$ cat config.mk
export PLATFORM = sky130hd
export DESIGN_NAME = interp_add1_seq_flat
export DESIGN_NICKNAME = d
export VERILOG_FILES = /design/src/rtl/interp_add1_seq_if.sv /design/src/rtl/interp_add1_seq.sv /design/src/flat_wrapper.sv
export SDC_FILE = /design/constraint.sdc
export NUM_CORES = 1
export LEC_CHECK = 0
export CORE_MARGIN = 2
export CORE_UTILIZATION = 40
export DETAILED_ROUTE_END_ITERATION = 7
export PLACE_DENSITY_LB_ADDON = 0.12
export SYNTH_ARGS = -nofsm -noshare
export SYNTH_HDL_FRONTEND = slang
export SYNTH_SLANG_ARGS = --single-unit
$ cat constraint.sdc
create_clock -name clk -period 2.5 [get_ports clk]
set_input_delay 0.25 -clock clk [delete_from_list [all_inputs] [get_ports clk]]
set_output_delay 0.25 -clock clk [all_outputs]
set_load 0.005 [all_outputs]
$ cat src/rtl/interp_add1_seq_if.sv
//------------------------------------------------------------------------------
// interp_add1_seq_if
//
// Purpose : Bundles the control/handshake signals between the add1
//           microsequencer and its neighbours (top-level control, the
//           interpolation datapath and the downstream point consumer).
//
// Parameter:
//   NUM_POINTS  interpolated points per start (1..255); sets pt_idx width
//
// Signals:
//   start       top control -> sequencer, one-cycle request
//   out_ready   consumer    -> sequencer, accepts the finished point
//   add1_b_sel  sequencer   -> datapath, add1 B-input operand select
//   acc_clr     sequencer   -> datapath, clear accumulator before the add
//   acc_en      sequencer   -> datapath, accumulator captures adder output
//   reg2e_ld    sequencer   -> datapath, load reg_2E
//   reg5e_ld    sequencer   -> datapath, load reg_5E
//   out_valid   sequencer   -> consumer, accumulator holds a finished point
//   pt_idx      sequencer   -> consumer, index of the current point
//   busy        sequencer   -> top control, high outside IDLE
//   done        sequencer   -> top control, one-cycle completion pulse
//
// Modports:
//   master  the sequencer side
//   slave   the surrounding control / datapath / consumer side
//------------------------------------------------------------------------------
interface interp_add1_seq_if #(
    parameter int NUM_POINTS = 12
);
    localparam int PT_W = (NUM_POINTS > 1) ? $clog2(NUM_POINTS) : 1;

    logic            start;
    logic            out_ready;
    logic [2:0]      add1_b_sel;
    logic            acc_clr;
    logic            acc_en;
    logic            reg2e_ld;
    logic            reg5e_ld;
    logic            out_valid;
    logic [PT_W-1:0] pt_idx;
    logic            busy;
    logic            done;

    modport master (
        input  start,
        input  out_ready,
        output add1_b_sel,
        output acc_clr,
        output acc_en,
        output reg2e_ld,
        output reg5e_ld,
        output out_valid,
        output pt_idx,
        output busy,
        output done
    );

    modport slave (
        output start,
        output out_ready,
        input  add1_b_sel,
        input  acc_clr,
        input  acc_en,
        input  reg2e_ld,
        input  reg5e_ld,
        input  out_valid,
        input  pt_idx,
        input  busy,
        input  done
    );
endinterface

$ cat src/rtl/interp_add1_seq.sv
//------------------------------------------------------------------------------
// interp_add1_seq
//
// Purpose : Microsequencer for the channel-estimation interpolation datapath.
//           On a start pulse it walks the shared first adder (add1) through a
//           fixed operand schedule once per interpolated point, for
//           NUM_POINTS points, drives the accumulator / reg_2E / reg_5E load
//           strobes, presents each finished point on a valid/ready handshake
//           and pulses done after the last point has been accepted.
//
// Optional feature (compile-time macro INTERP_ROUND_EN):
//   defined   : a C0 step adds the +1 rounding operand; 6 cycles per point.
//   undefined : C0 is not built, the accumulator clear moves to C1;
//               5 cycles per point.
//
// Ports:
//   clk   rising-edge clock
//   rst   asynchronous active-high reset
//   bus   interp_add1_seq_if.master (start, out_ready in; add1_b_sel,
//         acc_clr, acc_en, reg2e_ld, reg5e_ld, out_valid, pt_idx, busy,
//         done out)
//
// Operand select encoding (add1_b_sel):
//   000 +1, 001 2E3, 011 2E4, 010 reg_5E, 110 E1, 100 reg_2E, 111 zero
//
// All outputs are a decode of registered state only (Moore); there is no
// combinational path from start/out_ready to any output.
//------------------------------------------------------------------------------
module interp_add1_seq #(
    parameter int NUM_POINTS = 12
) (
    input  logic               clk,
    input  logic               rst,
    interp_add1_seq_if.master  bus
);
    localparam int PT_W = (NUM_POINTS > 1) ? $clog2(NUM_POINTS) : 1;

    localparam logic [PT_W-1:0] PT_LAST = PT_W'(NUM_POINTS - 1);
    localparam logic [PT_W-1:0] PT_ONE  = PT_W'(1);

    // Operand select codes for the add1 B-input mux.
    localparam logic [2:0] SEL_ONE   = 3'b000;
    localparam logic [2:0] SEL_2E3   = 3'b001;
    localparam logic [2:0] SEL_2E4   = 3'b011;
    localparam logic [2:0] SEL_REG5E = 3'b010;
    localparam logic [2:0] SEL_E1    = 3'b110;
    localparam logic [2:0] SEL_REG2E = 3'b100;
    localparam logic [2:0] SEL_ZERO  = 3'b111;

`ifdef INTERP_ROUND_EN
    typedef enum logic [2:0] {
        S_IDLE = 3'd0,
        S_C0   = 3'd1,
        S_C1   = 3'd2,
        S_C2   = 3'd3,
        S_C3   = 3'd4,
        S_C4   = 3'd5,
        S_C5   = 3'd6,
        S_DONE = 3'd7
    } state_t;
    // Every point starts with the rounding step.
    localparam state_t S_FIRST = S_C0;
`else
    typedef enum logic [2:0] {
        S_IDLE = 3'd0,
        S_C1   = 3'd2,
        S_C2   = 3'd3,
        S_C3   = 3'd4,
        S_C4   = 3'd5,
        S_C5   = 3'd6,
        S_DONE = 3'd7
    } state_t;
    // Without rounding the point starts directly with the 2E3 add.
    localparam state_t S_FIRST = S_C1;
`endif

    state_t          state_q;
    state_t          state_d;
    logic [PT_W-1:0] pt_q;
    logic [PT_W-1:0] pt_d;
    // Set on entry to C5 so the accumulator is captured exactly once per
    // point, however long the consumer stalls.
    logic            c5_first_q;
    logic            c5_first_d;

    //--------------------------------------------------------------------------
    // State, point counter and C5 first-cycle flag
    //--------------------------------------------------------------------------
    always_ff @(posedge clk or posedge rst) begin
        if (rst) begin
            state_q    <= S_IDLE;
            pt_q       <= '0;
            c5_first_q <= 1'b0;
        end else begin
            state_q    <= state_d;
            pt_q       <= pt_d;
            c5_first_q <= c5_first_d;
        end
    end

    //--------------------------------------------------------------------------
    // Next-state logic
    //--------------------------------------------------------------------------
    always_comb begin
        state_d    = state_q;
        pt_d       = pt_q;
        c5_first_d = 1'b0;

        unique case (state_q)
            S_IDLE: begin
                // start is only looked at here, so pulses while busy drop.
                if (bus.start) begin
                    state_d = S_FIRST;
                    pt_d    = '0;
                end
            end
`ifdef INTERP_ROUND_EN
            S_C0: state_d = S_C1;
`endif
            S_C1: state_d = S_C2;
            S_C2: state_d = S_C3;
            S_C3: state_d = S_C4;
            S_C4: begin
                state_d    = S_C5;
                c5_first_d = 1'b1;
            end
            S_C5: begin
                if (bus.out_ready) begin
                    if (pt_q == PT_LAST) begin
                        state_d = S_DONE;
                    end else begin
                        state_d = S_FIRST;
                        pt_d    = pt_q + PT_ONE;
                    end
                end
                // Stalled: remain in C5 with the flag cleared (default).
            end
            S_DONE: state_d = S_IDLE;
            default: begin
                state_d = S_IDLE;
            end
        endcase
    end

    //--------------------------------------------------------------------------
    // Output decode (registered state only)
    //--------------------------------------------------------------------------
    logic [2:0] sel;
    logic       clr;
    logic       en;
    logic       ld2e;
    logic       ld5e;
    logic       vld;
    logic       fin;

    always_comb begin
        sel  = SEL_ZERO;
        clr  = 1'b0;
        en   = 1'b0;
        ld2e = 1'b0;
        ld5e = 1'b0;
        vld  = 1'b0;
        fin  = 1'b0;

        unique case (state_q)
            S_IDLE: sel = SEL_ZERO;
`ifdef INTERP_ROUND_EN
            S_C0: begin
                sel = SEL_ONE;
                clr = 1'b1;
                en  = 1'b1;
            end
            S_C1: begin
                sel  = SEL_2E3;
                en   = 1'b1;
                ld2e = 1'b1;
            end
`else
            S_C1: begin
                // First add of the point, so it also clears the accumulator.
                sel  = SEL_2E3;
                clr  = 1'b1;
                en   = 1'b1;
                ld2e = 1'b1;
            end
`endif
            S_C2: begin
                sel = SEL_REG2E;
                en  = 1'b1;
            end
            S_C3: begin
                sel  = SEL_2E4;
                en   = 1'b1;
                ld5e = 1'b1;
            end
            S_C4: begin
                sel = SEL_REG5E;
                en  = 1'b1;
            end
            S_C5: begin
                sel = SEL_E1;
                en  = c5_first_q;
                vld = 1'b1;
            end
            S_DONE: begin
                sel = SEL_ZERO;
                fin = 1'b1;
            end
            default: begin
                sel = SEL_ZERO;
            end
        endcase
    end

    assign bus.add1_b_sel = sel;
    assign bus.acc_clr    = clr;
    assign bus.acc_en     = en;
    assign bus.reg2e_ld   = ld2e;
    assign bus.reg5e_ld   = ld5e;
    assign bus.out_valid  = vld;
    assign bus.done       = fin;
    assign bus.busy       = (state_q != S_IDLE);
    assign bus.pt_idx     = pt_q;

endmodule

$ cat src/flat_wrapper.sv
// flat-port wrapper written by rule: the top's interface ports become plain ports
module interp_add1_seq_flat 
#(
    parameter int NUM_POINTS = 12
)
  (clk, rst, bus_start, bus_out_ready, bus_add1_b_sel, bus_acc_clr, bus_acc_en, bus_reg2e_ld, bus_reg5e_ld, bus_out_valid, bus_pt_idx, bus_busy, bus_done);
  interp_add1_seq_if #(.NUM_POINTS(NUM_POINTS)) bus_i ();
  input  logic clk;
  input  logic rst;
  input wire logic [$bits(bus_i.start)-1:0] bus_start;
  input wire logic [$bits(bus_i.out_ready)-1:0] bus_out_ready;
  output wire logic [$bits(bus_i.add1_b_sel)-1:0] bus_add1_b_sel;
  output wire logic [$bits(bus_i.acc_clr)-1:0] bus_acc_clr;
  output wire logic [$bits(bus_i.acc_en)-1:0] bus_acc_en;
  output wire logic [$bits(bus_i.reg2e_ld)-1:0] bus_reg2e_ld;
  output wire logic [$bits(bus_i.reg5e_ld)-1:0] bus_reg5e_ld;
  output wire logic [$bits(bus_i.out_valid)-1:0] bus_out_valid;
  output wire logic [$bits(bus_i.pt_idx)-1:0] bus_pt_idx;
  output wire logic [$bits(bus_i.busy)-1:0] bus_busy;
  output wire logic [$bits(bus_i.done)-1:0] bus_done;
  assign bus_i.start = bus_start;
  assign bus_i.out_ready = bus_out_ready;
  assign bus_add1_b_sel = bus_i.add1_b_sel;
  assign bus_acc_clr = bus_i.acc_clr;
  assign bus_acc_en = bus_i.acc_en;
  assign bus_reg2e_ld = bus_i.reg2e_ld;
  assign bus_reg5e_ld = bus_i.reg5e_ld;
  assign bus_out_valid = bus_i.out_valid;
  assign bus_pt_idx = bus_i.pt_idx;
  assign bus_busy = bus_i.busy;
  assign bus_done = bus_i.done;
  interp_add1_seq #(.NUM_POINTS(NUM_POINTS)) u_core (.clk(clk), .rst(rst), .bus(bus_i));
endmodule
==> results of run 1 <==
[cell usage after synthesis (all sizes together)]
library cell / number / area [um^2]
a22o: 1 / 8.76
nand3: 2 / 10.0
buf: 4 / 28.8
ha: 1 / 12.5
a41oi: 1 / 16.3
nor2b: 3 / 18.8
dfrtp: 8 / 200
nand3b: 1 / 7.51
nand2: 5 / 18.8
xor2: 1 / 8.76
inv: 6 / 22.5
and2b: 1 / 10.0
and4: 1 / 8.76
mux2i: 1 / 10.0
a22oi: 1 / 7.51
nor2: 6 / 22.5
nor4b: 1 / 23.8
a32o: 1 / 10.0
a31oi: 1 / 6.26
o22ai: 1 / 6.26
mux2: 1 / 15.0
o2bb2ai: 2 / 17.5
nor3: 2 / 10.0
a21oi: 4 / 20.0
[area by class of cell]
| type | count | area (um^2) |
|---|---|---|
| Clock buffer | 3 | 22.5 |
| Tap cell | 14 | 17.5 |
| Multi-Input combinational cell | 38 | 269 |
| Fill cell | 109 | 454 |
| Timing Repair Buffer | 17 | 170 |
| Sequential cell | 8 | 200 |
| Inverter | 6 | 22.5 |
[power groups by stage]
stage / Combinational [mW] / Sequential (mW) / Clock, mW
global route: 0.508 / 0.305 / 0.109
floorplan: 0.308 / 0.230 / 0
global placement: 0.461 / 0.289 / 0
detailed placement: 0.462 / 0.291 / 0
finish: 0.461 / 0.291 / 0.0976
CTS: 0.466 / 0.289 / 0.101
[per-stage QoR]
stage / hold slack, ns / util [%] / cells / cell area [um^2]
2_1_floorplan: 0.0657 / - / 56 / 520
3_3_place_gp: 0.523 / 58.8 / 83 / 679
3_5_place_dp: 0.530 / 58.8 / 83 / 679
4_1_cts: 0.253 / 60.7 / 86 / 702
5_1_grt: 0.268 / 60.7 / 86 / 702
6_report: 0.251 / 60.7 / 86 / 702
[worst max path at each step]
stage / start / end / slack [ns] / cells after the start
floorplan: u_core.bus.pt_idx[0]$_DFFE_PP0P_ / u_core.bus.pt_idx[0]$_DFFE_PP0P_ / 1.20 / 4
global placement: u_core.state_q[1]$_DFFE_PP0P_ / bus_acc_clr / 0.59 / 5
detailed placement: u_core.state_q[1]$_DFFE_PP0P_ / bus_acc_clr / 0.54 / 5
CTS: u_core.state_q[1]$_DFFE_PP0P_ / bus_acc_clr / 0.25 / 5
global route: u_core.state_q[1]$_DFFE_PP0P_ / bus_add1_b_sel[2] / 0.14 / 6
finish: u_core.state_q[1]$_DFFE_PP0P_ / bus_acc_clr / 0.23 / 5
[cells by family (layout without fill, tap and decap cells)]
family	count (synthesis)	count (layout)
buffers and inverters	10	26
xor gates and xnor gates	1	1
AOI/OAI and AO/OA	12	12
DFF	8	8
and+or+nand+nor	22	22
adders and majority gates	1	1
muxes	2	2
[layer usage]
layer | wire length [um] | part of all wire [%] | vias up
met5 | 0 | 0 | -
met4 | 0 | 0 | 0
met3 | 64 | 6.3 | 0
met2 | 426 | 42 | 12
met1 | 527 | 52 | 205
li1 | - | - | 228
[sequential cells by signal, indices dropped and copies added, names as in the netlist]
name               count
u_core.state_q         3
u_core.bus.pt_idx      4
u_core.c5_first_q      1
==> reports/results.ini, run 1 <==
[run_status]
status = finished clean

[power]
ir_drop_mv = 0.614
power.total_mw = 0.849
swShare_pct = 37.9
p_per_area_mw_per_mm2 = 1210
seqPwrFrac_pct = 34.2
p_sw_mw = 0.322
p_int_mw = 0.527
leakage_nw = 0.315
comb_power_share_pct = 54.3
pwr-share-clk_pct = 11.5

[floorplan]
io_pins = 18
start_util_pct = 45.0
die_y_um = 40.1
rows = 12
die-area_mm2 = 0.00161
core_mm2 = 0.00116
fp.dieW_um = 40.1

[clocking]
cts_sinks = 8
clock_latency_ns = 0.25
clockRootBuffer = clkbuf_4
path_clk_slew_ns = 0.06
cts_made_buffers = 3
cts_setup_buffers = 0
hold_buffers = 0
tritoncts = yes
h-tree-depth = 1
cts_buffer_depth = 2
post_cts_resize_count = 0

[logic_synthesis]
ys_warn_count = 0
ys_ff_latch = 8
syn_avg_cell_area_um2 = 9.29
yosys.area_share.xor_xnor_pct = 1.68
synth_simple_gate_area_share_pct = 25.0
syn_nets = 61
muxShareOfSynthArea_pct = 4.81
synth_seq_area_share_pct = 38.5
syn_area_um2 = 520
synthDistinctLibCells = 26
synth_compound_area_share_pct = 17.8
synth_top_family_by_area = simple AND/OR/NAND/NOR gates
synth_cells = 56
yosys.area_share.adder_pct = 2.40

[global_routing]
grt_use_met1_pct = 21.5
antenna_found_initial = 0
gr-usage-all-layers_pct = 15.9
gr-usage-met3_pct = 7.78
grt_pass1_wl_mm = 1.61
gr-max-usage-layer = met1
grt_pass1_vias = 377
grt-ovfl-total = 0
globalRouteMet2Util_pct = 20.6
grt_max_degree = 15

[setup_path]
cp.required_ns = 2.25
reg2reg_setup_slack_ns = 1.04
reg2reg_to = u_core.bus.pt_idx[0]$_DFFE_PP0P_
endpoint_kind = output pin
cpMaxStageDelayCell = dfrtp_1
start_kind = flip-flop
worstPathCellList = inv_1 -> nor2_1 -> inv_1 -> nor2_1 -> clkdlybuf4s50_1
crit_type = flip-flop to output pin
arrival_ns = 2.02
critPathTopFamily = buffers and inverters
r2r_cells = 3
cp_max_fo = 14
cpPeakStageDelay_ns = 0.64
path_buf_inv = 3
r2r-start = u_core.state_q[0]$_DFFE_PP0P_

[timing]
tns_ns = 0
skew_ns = 0.00603
fmax_mhz = 441
fin_crit_sh_pct = 90.6
rsz0062_at_grt = no
fin_ws_ns = 0.234
slew_viol_final = 0
worstMarginPinSlew_ns = 0.479
setup_viol = 0
hold_viol = 0
slew_headroom_pct = 68.1
fin_crit_ns = 2.27

[placement]
place.gp.congestion = 0.724
dp_worst_setup_slack_ns = 0.540
post-dp-hpwl_um = 759
port_buffers = 17

[detailed_routing]
vias = 445
dr.pass1.iters = 4
initialDrtViolationCount = 8
wire_per_inst_um = 11.8
drt-total-wl_mm = 1.02
drcViolationCount = 0
postRouteAntennaNets = 0
viasPerCell = 5.17

[final_layout]
fin_nets = 79
layout_common_cells = clkdlybuf4s50_1 (17), dfrtp_1 (8), inv_1 (6), nor2_1 (6), nand2_1 (5)
area_delta_synth_final_pct = 34.9
final_common_cell = clkdlybuf4s50_1
antenna-diode-count = 0
layout-drive-gt1-share_pct = 9.72

[worst_hold_path]
hp-class = input pin to async pin

[run]
maxCapViolCount = 0

Note: power is estimated with default switching activity, not from simulation.
==> inputs of run 2 (changes only) <==
- CTS_CLUSTER_DIAMETER: default -> 40
==> results of run 2 <==
The final DEF is identical to that of run 1; final timing and power are the same.
